## src/rtl/mem_arbiter.sv

```systemverilog
// Two-master, one-slave arbiter sharing the 256-bit data memory port between dcache (m0) and icache (m1).
// A grant covers one whole transaction, and the ack goes only to the owner.
module mem_arbiter #(
    parameter int ADDR_WIDTH = 32,
    parameter int DATA_WIDTH = 256,
    parameter int FIXED_PRIO = 0
) (
    input  logic                  clk_i,
    input  logic                  rst_i,
    input  logic                  m0_enable_i,
    input  logic                  m0_write_i,
    input  logic [ADDR_WIDTH-1:0] m0_addr_i,
    input  logic [DATA_WIDTH-1:0] m0_data_i,
    output logic [DATA_WIDTH-1:0] m0_data_o,
    output logic                  m0_ack_o,
    input  logic                  m1_enable_i,
    input  logic                  m1_write_i,
    input  logic [ADDR_WIDTH-1:0] m1_addr_i,
    input  logic [DATA_WIDTH-1:0] m1_data_i,
    output logic [DATA_WIDTH-1:0] m1_data_o,
    output logic                  m1_ack_o,
    output logic                  mem_enable_o,
    output logic                  mem_write_o,
    output logic [ADDR_WIDTH-1:0] mem_addr_o,
    output logic [DATA_WIDTH-1:0] mem_data_o,
    input  logic [DATA_WIDTH-1:0] mem_data_i,
    input  logic                  mem_ack_i,
    output logic [1:0]            grant_o
);

    // state | meaning
    // IDLE  | no owner, arbitrate between pending requests
    // OWN0  | dcache owns the memory port
    // OWN1  | icache owns the memory port
    // GAP   | one dead cycle after an ack so memory sees a fresh enable edge
    localparam logic [1:0] IDLE = 2'd0;
    localparam logic [1:0] OWN0 = 2'd1;
    localparam logic [1:0] OWN1 = 2'd2;
    localparam logic [1:0] GAP  = 2'd3;

    logic [1:0] state, state_nxt;
    logic       last_winner, last_winner_nxt;

    always_ff @(posedge clk_i or negedge rst_i) begin
        if (!rst_i) begin
            state       <= IDLE;
            last_winner <= 1'b1;
        end else begin
            state       <= state_nxt;
            last_winner <= last_winner_nxt;
        end
    end

    always_comb begin
        state_nxt       = state;
        last_winner_nxt = last_winner;
        case (state)
            IDLE: begin
                if (m0_enable_i && m1_enable_i) begin
                    state_nxt = ((FIXED_PRIO != 0) || last_winner) ? OWN0 : OWN1;
                end else if (m0_enable_i) begin
                    state_nxt = OWN0;
                end else if (m1_enable_i) begin
                    state_nxt = OWN1;
                end
            end
            OWN0: begin
                // Completion takes priority over a same-cycle enable drop.
                if (mem_ack_i) begin
                    state_nxt       = GAP;
                    last_winner_nxt = 1'b0;
                end else if (!m0_enable_i) begin
                    state_nxt = IDLE;
                end
            end
            OWN1: begin
                if (mem_ack_i) begin
                    state_nxt       = GAP;
                    last_winner_nxt = 1'b1;
                end else if (!m1_enable_i) begin
                    state_nxt = IDLE;
                end
            end
            default: state_nxt = IDLE;
        endcase
    end

    always_comb begin
        mem_enable_o = 1'b0;
        mem_write_o  = 1'b0;
        mem_addr_o   = '0;
        mem_data_o   = '0;
        m0_ack_o     = 1'b0;
        m1_ack_o     = 1'b0;
        grant_o      = 2'b00;
        case (state)
            OWN0: begin
                mem_enable_o = m0_enable_i;
                mem_write_o  = m0_write_i;
                mem_addr_o   = m0_addr_i;
                mem_data_o   = m0_data_i;
                m0_ack_o     = mem_ack_i;
                grant_o      = 2'b01;
            end
            OWN1: begin
                mem_enable_o = m1_enable_i;
                mem_write_o  = m1_write_i;
                mem_addr_o   = m1_addr_i;
                mem_data_o   = m1_data_i;
                m1_ack_o     = mem_ack_i;
                grant_o      = 2'b10;
            end
            default: ;
        endcase
    end

    assign m0_data_o = mem_data_i;
    assign m1_data_o = mem_data_i;

endmodule

```

## config.mk

```make
export PLATFORM = sky130hd
export DESIGN_NAME = mem_arbiter
export DESIGN_NICKNAME = d
export VERILOG_FILES = /design/src/rtl/mem_arbiter.sv
export SDC_FILE = /design/constraint.sdc
export NUM_CORES = 1
export LEC_CHECK = 0
export ABC_AREA = 1
export CORE_AREA = 3 3 633 635
export DETAILED_ROUTE_END_ITERATION = 10
export DIE_AREA = 0 0 636 638
export REMOVE_ABC_BUFFERS = 1
export SYNTH_ARGS = -nofsm -noshare
export SYNTH_HDL_FRONTEND = slang
export SYNTH_SLANG_ARGS = --single-unit
```

## constraint.sdc

```tcl
create_clock -name clk_i -period 3.25 [get_ports clk_i]
set_clock_uncertainty 0.1 [all_clocks]
set_input_delay 0.325 -clock clk_i [delete_from_list [all_inputs] [get_ports clk_i]]
set_output_delay 0.325 -clock clk_i [all_outputs]
set_load 0.02 [all_outputs]
```

==> impl_metrics.json, run 1 <==
{
  "status": "completed",
  "syn_to_final_growth_pct": 165.5,
  "yosysSeqAreaShare_pct": 0.9237,
  "grt_usage_pct": 21.20,
  "fp.coreArea_mm2": 0.3957,
  "reg2reg_from": "state[0]$_DFFE_PN0P_",
  "first_pass_iters": 5,
  "dpl.cell_count": 7073,
  "p_per_area_mw_per_mm2": 812.1,
  "dpl-instance-area_mm2": 0.02158,
  "clkSinkCount": 3,
  "vias": 16525,
  "netSwitchingPower_uw": 11530,
  "ctsHtreeMaxLevel": 1,
  "clkTransAtPathRegs_ps": 30,
  "fmax_mhz": 315.3,
  "whs_ps": 206.8,
  "grt_pass1_wl_um": 476900,
  "syn_area_mm2": 0.008263,
  "routedWlPerCell_um": 62.19,
  "critPathCaptureType": "primary output",
  "finalMaxSlewViolations": 0,
  "ant_nets": 0,
  "postSynthAreaPerCell_um2": 5.436,
  "setup_viol": 0,
  "synth_ff_type": "dfrtp_1",
  "synth_edf_count": 0,
  "ys_ff_latch": 3,
  "insertion_delay_ps": 240,
  "final_cell_mix": "638 x clkdlybuf4s50_1, 600 x nand2_1, 279 x a21oi_1",
  "cts_root_buffer": "clkbuf_16",
  "critPathTopFamily": "buffers and inverters",
  "ys_async_sr_fraction_pct": 100.0,
  "ir_drop_v": 0.0004114,
  "yosysUniqueCellTypes": 15,
  "drive_above_1_share_pct": 16.40,
  "wirelength_um": 446900,
  "final_common_cell": "clkdlybuf4s50_1",
  "slowest_delay_ps": 480,
  "antenna_found_initial": 369,
  "worstSetupStartpoint": "state[0]$_DFFE_PN0P_",
  "min_period_ps": 3171,
  "fill_cells": 46714,
  "ff2ff_path_depth": 5,
  "initial_core_util_pct": 2.088,
  "fin_tns_setup_ps": 0,
  "ioPinCount": 1645,
  "grt_pass1_vias": 12379,
  "die_area_mm2": 0.4058,
  "cp.arrival_ps": 2750,
  "viasPerCell": 2.299,
  "numCtsBuffers": 3,
  "cp.depth": 7,
  "die_w_um": 636,
  "critical_path_class": "flip-flop to primary output",
  "grt.overflow.total": 0,
  "std_cell_rows": 231,
  "cp.required_ps": 2820,
  "slowest_stage": "a21oi_1",
  "p_int_uw": 6287,
  "cts_hold_buf": 0,
  "fin_area_mm2": 0.02194,
  "drv_cap": 0,
  "r2r_end": "last_winner$_DFFE_PN1P_",
  "cts_buffer_depth": 2,
  "hpwlAfterDp_um": 416600,
  "yosysWarnings": 0,
  "crit_buf_inv": 5,
  "p_sw_share_pct": 64.71,
  "cts_tree": "built",
  "gp_congestion": 1.076,
  "finalHoldViolCount": 0,
  "postSynthCellCount": 1520,
  "hp-class": "input pin to async pin",
  "die_height_um": 638,
  "max-slew-margin-rel_pct": 44.69,
  "grt_max_degree": 61,
  "pwr-share-seq_pct": 0.5,
  "leakage_uw": 0.005844,
  "portBuffers": 876,
  "worstMarginPinSlew_ps": 827.7,
  "clkPwrFrac_pct": 1.1,
  "final_nets": 2681,
  "final_cells": 7187,
  "r2r_setup_slack_ps": 1570,
  "drcViolationCount": 0,
  "critical_path.endpoint": "mem_data_o[34]",
  "power_frac_comb_pct": 98.4,
  "finalCritPeriodShare_pct": 97.58,
  "cp_max_fo": 38,
  "cp-start-kind": "flip-flop",
  "cp_common_cell": "buf_4",
  "drt_iter0_drc": 2030,
  "crit_chain": "inv_1 > ha_1 > inv_8 > buf_12 > buf_4 > a21oi_1 > buf_4"
}
worst register-to-register path: stages, from the launching register on:
cell and delay (ps):
dfrtp_1 440, inv_1 190, ha_4 190, buf_12 230, buf_12 280, a22o_1 190
per-layer routing:
layer,wire length [µm],vias to the layer above,track usage (%)
met5,9967,-,15.87
met4,14660,214,5.352
met3,117500,770,26.94
met2,187900,3360,31.90
met1,117000,7155,15.45
li1,-,5026,-
worst min-delay path by stage:
| stage | start | end | slack (ps) |
|---|---|---|---|
| 4_1_cts | rst_i | state[1]$_DFFE_PN0P_ | 210 |
| 3_3_place_gp | rst_i | state[1]$_DFFE_PN0P_ | 440 |
| 5_1_grt | rst_i | state[1]$_DFFE_PN0P_ | 200 |
| 6_report | rst_i | state[1]$_DFFE_PN0P_ | 210 |
| 2_1_floorplan | rst_i | state[0]$_DFFE_PN0P_ | -70 |
| 3_5_place_dp | rst_i | state[1]$_DFFE_PN0P_ | 450 |
repair_timing:
action,4_1_cts,5_1_grt
setup buffers,0,0
resized for setup,1,1
endpoints found under the hold margin,0,0
pin swaps,0,0
setup endpoints to repair,1,1
layout make-up:
type                    instances  area [µm²]  share of cell area, %
clock buffers                   4       78.83                 0.3593
well taps                    5242        6559                  29.90
repair buffers                920       11040                  50.34
multi-input cells             901        3872                  17.65
flip-flops and latches          3       76.32                 0.3479
diodes                        110       275.3                  1.255
inverters                       7       33.78                 0.1540
flip-flops by register name, indices dropped and copies added, names as in the netlist:
signal and count:
state 2, last_winner 1
power groups by stage:
stage / clock network (µW) / registers, µW / logic (µW)
6_report: 202 / 85.3 / 17500
5_1_grt: 211 / 88.4 / 18400
4_1_cts: 203 / 84.8 / 18200
3_5_place_dp: 0 / 86.1 / 18200
3_3_place_gp: 0 / 82.4 / 18100
2_1_floorplan: 0 / 75.3 / 3630
per-stage QoR:
stage          util [%]  setup WS [ps]  power [µW]
2_1_floorplan         -          -3265        3702
3_3_place_gp      5.453          202.5       18210
3_5_place_dp      5.453          158.2       18260
4_1_cts           5.474          15.02       18520
5_1_grt           5.518         -11.43       18740
6_report          5.545          78.59       17820
logic make-up (layout without fill, tap and decap cells):
family,after synthesis,count (layout),synth area share [%]
adders and majority gates,6,6,0.9085
AOI/OAI and AO/OA,291,291,18.13
other,0,110,0
buffers and inverters,616,931,52.59
and+or+nand+nor,604,604,27.45
DFF,3,3,0.9238
Yosys cell counts, types with 2 or more instances:
library cell / n / share of area, %
a21oi_1: 280 / 17
a21oi_2: 10 / 1.1
buf_1: 5 / 0.23
buf_2: 74 / 4.5
buf_4: 515 / 47
clkbuf_1: 14 / 0.64
dfrtp_1: 2 / 0.61
ha_1: 6 / 0.91
inv_1: 7 / 0.32
nand2_1: 601 / 27
nor2_1: 2 / 0.091
(Power assumes the default switching activity.)
==> run 2, diff against run 1 <==
Settings changed: GPL_TIMING_DRIVEN set to 0.
==> run 2 against run 1 <==
  * Via count grew 0.39%
  * Critical path depth is 1 lower
  * Core utilization shrank 0.43 points
  * Sequential share of layout area about the same
  * Final cell count decreased by 0.40%
  * Routed wire length fell by 0.25%
  * Non-clock buffer count decreased by 12
  * Flip-flop and latch count unchanged
  * Register-to-register slack gained 30 ps
  * Die area is the same
  * Combinational power fell by 13%
  * Clock-buffer cell count unchanged
  * Highest routed layer unchanged
==> impl_metrics.json, run 2 (same netlist as run 1, synthesis figures left out) <==
{
  "drv_cap": 0,
  "grt_pass1_vias": 12387,
  "hpwlAfterDp_um": 406200,
  "critPathCaptureType": "primary output",
  "finalMaxSlewViolations": 0,
  "grt.overflow.total": 0,
  "grt_max_degree": 70,
  "cts_buffer_depth": 2,
  "status": "completed",
  "min_period_ps": 3169,
  "p_per_area_mw_per_mm2": 769.2,
  "final_cells": 7158,
  "wirelength_um": 445800,
  "finalHoldViolCount": 0,
  "first_pass_iters": 8,
  "antenna_found_initial": 394,
  "clkPwrFrac_pct": 1.3,
  "whs_ps": 212.0,
  "cp_max_fo": 69,
  "cts_tree": "built",
  "insertion_delay_ps": 240,
  "gp_congestion": 1.053,
  "ioPinCount": 1645,
  "fp.coreArea_mm2": 0.3957,
  "drt_iter0_drc": 1736,
  "initial_core_util_pct": 2.088,
  "pwr-share-seq_pct": 0.6,
  "clkSinkCount": 3,
  "fin_area_mm2": 0.02024,
  "netSwitchingPower_uw": 11090,
  "final_common_cell": "clkdlybuf4s50_1",
  "hp-class": "input pin to async pin",
  "met2_usage_pct": 31.32,
  "portBuffers": 876,
  "final_cell_mix": "634 x clkdlybuf4s50_1, 601 x nand2_1, 280 x a21oi_1",
  "ir_drop_v": 0.0007340,
  "p_sw_share_pct": 71.23,
  "p_int_uw": 4480,
  "critical_path_class": "flip-flop to primary output",
  "grt.met1_usage_pct": 15.36,
  "worstMarginPinSlew_ps": 988.2,
  "ctsHtreeMaxLevel": 1,
  "largest_reg_flops": 2,
  "die_w_um": 636,
  "die_area_mm2": 0.4058,
  "drcViolationCount": 0,
  "fin_util_pct": 5.115,
  "finalCritPeriodShare_pct": 97.51,
  "leakage_uw": 0.005799,
  "routedWlPerCell_um": 62.28,
  "power_frac_comb_pct": 98.1,
  "cp-start-kind": "flip-flop",
  "max-slew-margin-rel_pct": 34.38,
  "dpl.cell_count": 7044,
  "vias": 16589,
  "grt_pass1_wl_um": 479000,
  "grt_usage_pct": 21.17,
  "clkTransAtPathRegs_ps": 30,
  "die_height_um": 638,
  "setup_viol": 0,
  "cp.required_ps": 2820,
  "cts_hold_buf": 0,
  "top_register": "state",
  "final_nets": 2670,
  "cp.arrival_ps": 2740,
  "total_power_uw": 15570,
  "syn_to_final_growth_pct": 144.9,
  "ant_nets": 0,
  "met3_usage_pct": 28.83,
  "std_cell_rows": 231,
  "fmax_mhz": 315.5,
  "viasPerCell": 2.318,
  "grt-busiest-layer": "met2",
  "dpl-instance-area_mm2": 0.01968,
  "cts_root_buffer": "clkbuf_16",
  "numCtsBuffers": 3,
  "drive_above_1_share_pct": 9.814,
  "reg.largest.list": "state x2, last_winner x1"
}
[run 2: cell count changes in the layout (fill, tap and decap cells not counted), sizes merged]
cell,change
clkdlybuf4s18,+5
buf,-200
clkbuf,+14
bufbuf,+7
dlymetal6s2s,+19
bufinv,+1
dlygate4sd2,+88
clkdlybuf4s15,+59
diode,-18
clkdlybuf4s50,-4
[run 2: timing repair]
item,4_1_cts,5_1_grt
gates cloned,10,0
setup endpoints to repair,289,97
gates resized for setup,644,55
buffers inserted,8,0
[run 2: area by class of cell]
class / instances / area (µm²)
Antenna cell: 92 / 230.2
Fill cell: 46815 / 375400
Timing Repair Buffer: 908 / 9353
Inverter: 7 / 52.55
Multi-Input combinational cell: 901 / 3879
Sequential cell: 3 / 78.83
Timing Repair inverter: 1 / 8.758
Tap cell: 5242 / 6559
Clock buffer: 4 / 78.83
[run 2: metrics by stage]
stage                      TNS, ps  setup WS, ps
final                            0         80.90
after floorplan            -933680         -3265
after CTS                        0        0.3046
after detailed placement   -101180         -1031
after global routing        -5.074        -5.074
after global placement    -3140250        -11660
[run 2: path summary, 6_finish.rpt]
check | startpoint | endpoint | slack (ps) | depth (start not counted)
setup / recovery | state[0]$_DFFE_PN0P_ | mem_data_o[200] | 80 | 6
hold / removal | rst_i | state[1]$_DFFE_PN0P_ | 210 | 1
setup reg to reg | state[1]$_DFFE_PN0P_ | state[1]$_DFFE_PN0P_ | 1600 | 9
hold reg to reg | last_winner$_DFFE_PN1P_ | last_winner$_DFFE_PN1P_ | 480 | 1
max in group asynchronous | rst_i | last_winner$_DFFE_PN1P_ | 2610 | 1
min in group clk_i | last_winner$_DFFE_PN1P_ | last_winner$_DFFE_PN1P_ | 480 | 1
[run 2: worst max-delay path, stage by stage (launching register included)]
cell	delay, ps
dfrtp_2	430
inv_2	100
ha_4	350
bufinv_16	250
buf_16	220
a21oi_1	180
clkdlybuf4s15_1	830
[run 2: power groups by stage]
| stage | sequential (µW) | clock, µW | combinational (µW) |
|---|---|---|---|
| 6_report | 95.1 | 200 | 15300 |
| 5_1_grt | 96.0 | 206 | 16400 |
| 4_1_cts | 90.5 | 201 | 16200 |
| 3_5_place_dp | 88.8 | 0 | 15500 |
| 3_3_place_gp | 76.7 | 0 | 5380 |
| 2_1_floorplan | 75.3 | 0 | 3630 |
[run 2: per-layer routing]
layer / up-vias / share of wire [%]
li1: 4984 / -
met1: 6998 / 26
met2: 3494 / 41
met3: 855 / 28
met4: 258 / 2.4
met5: - / 2.2
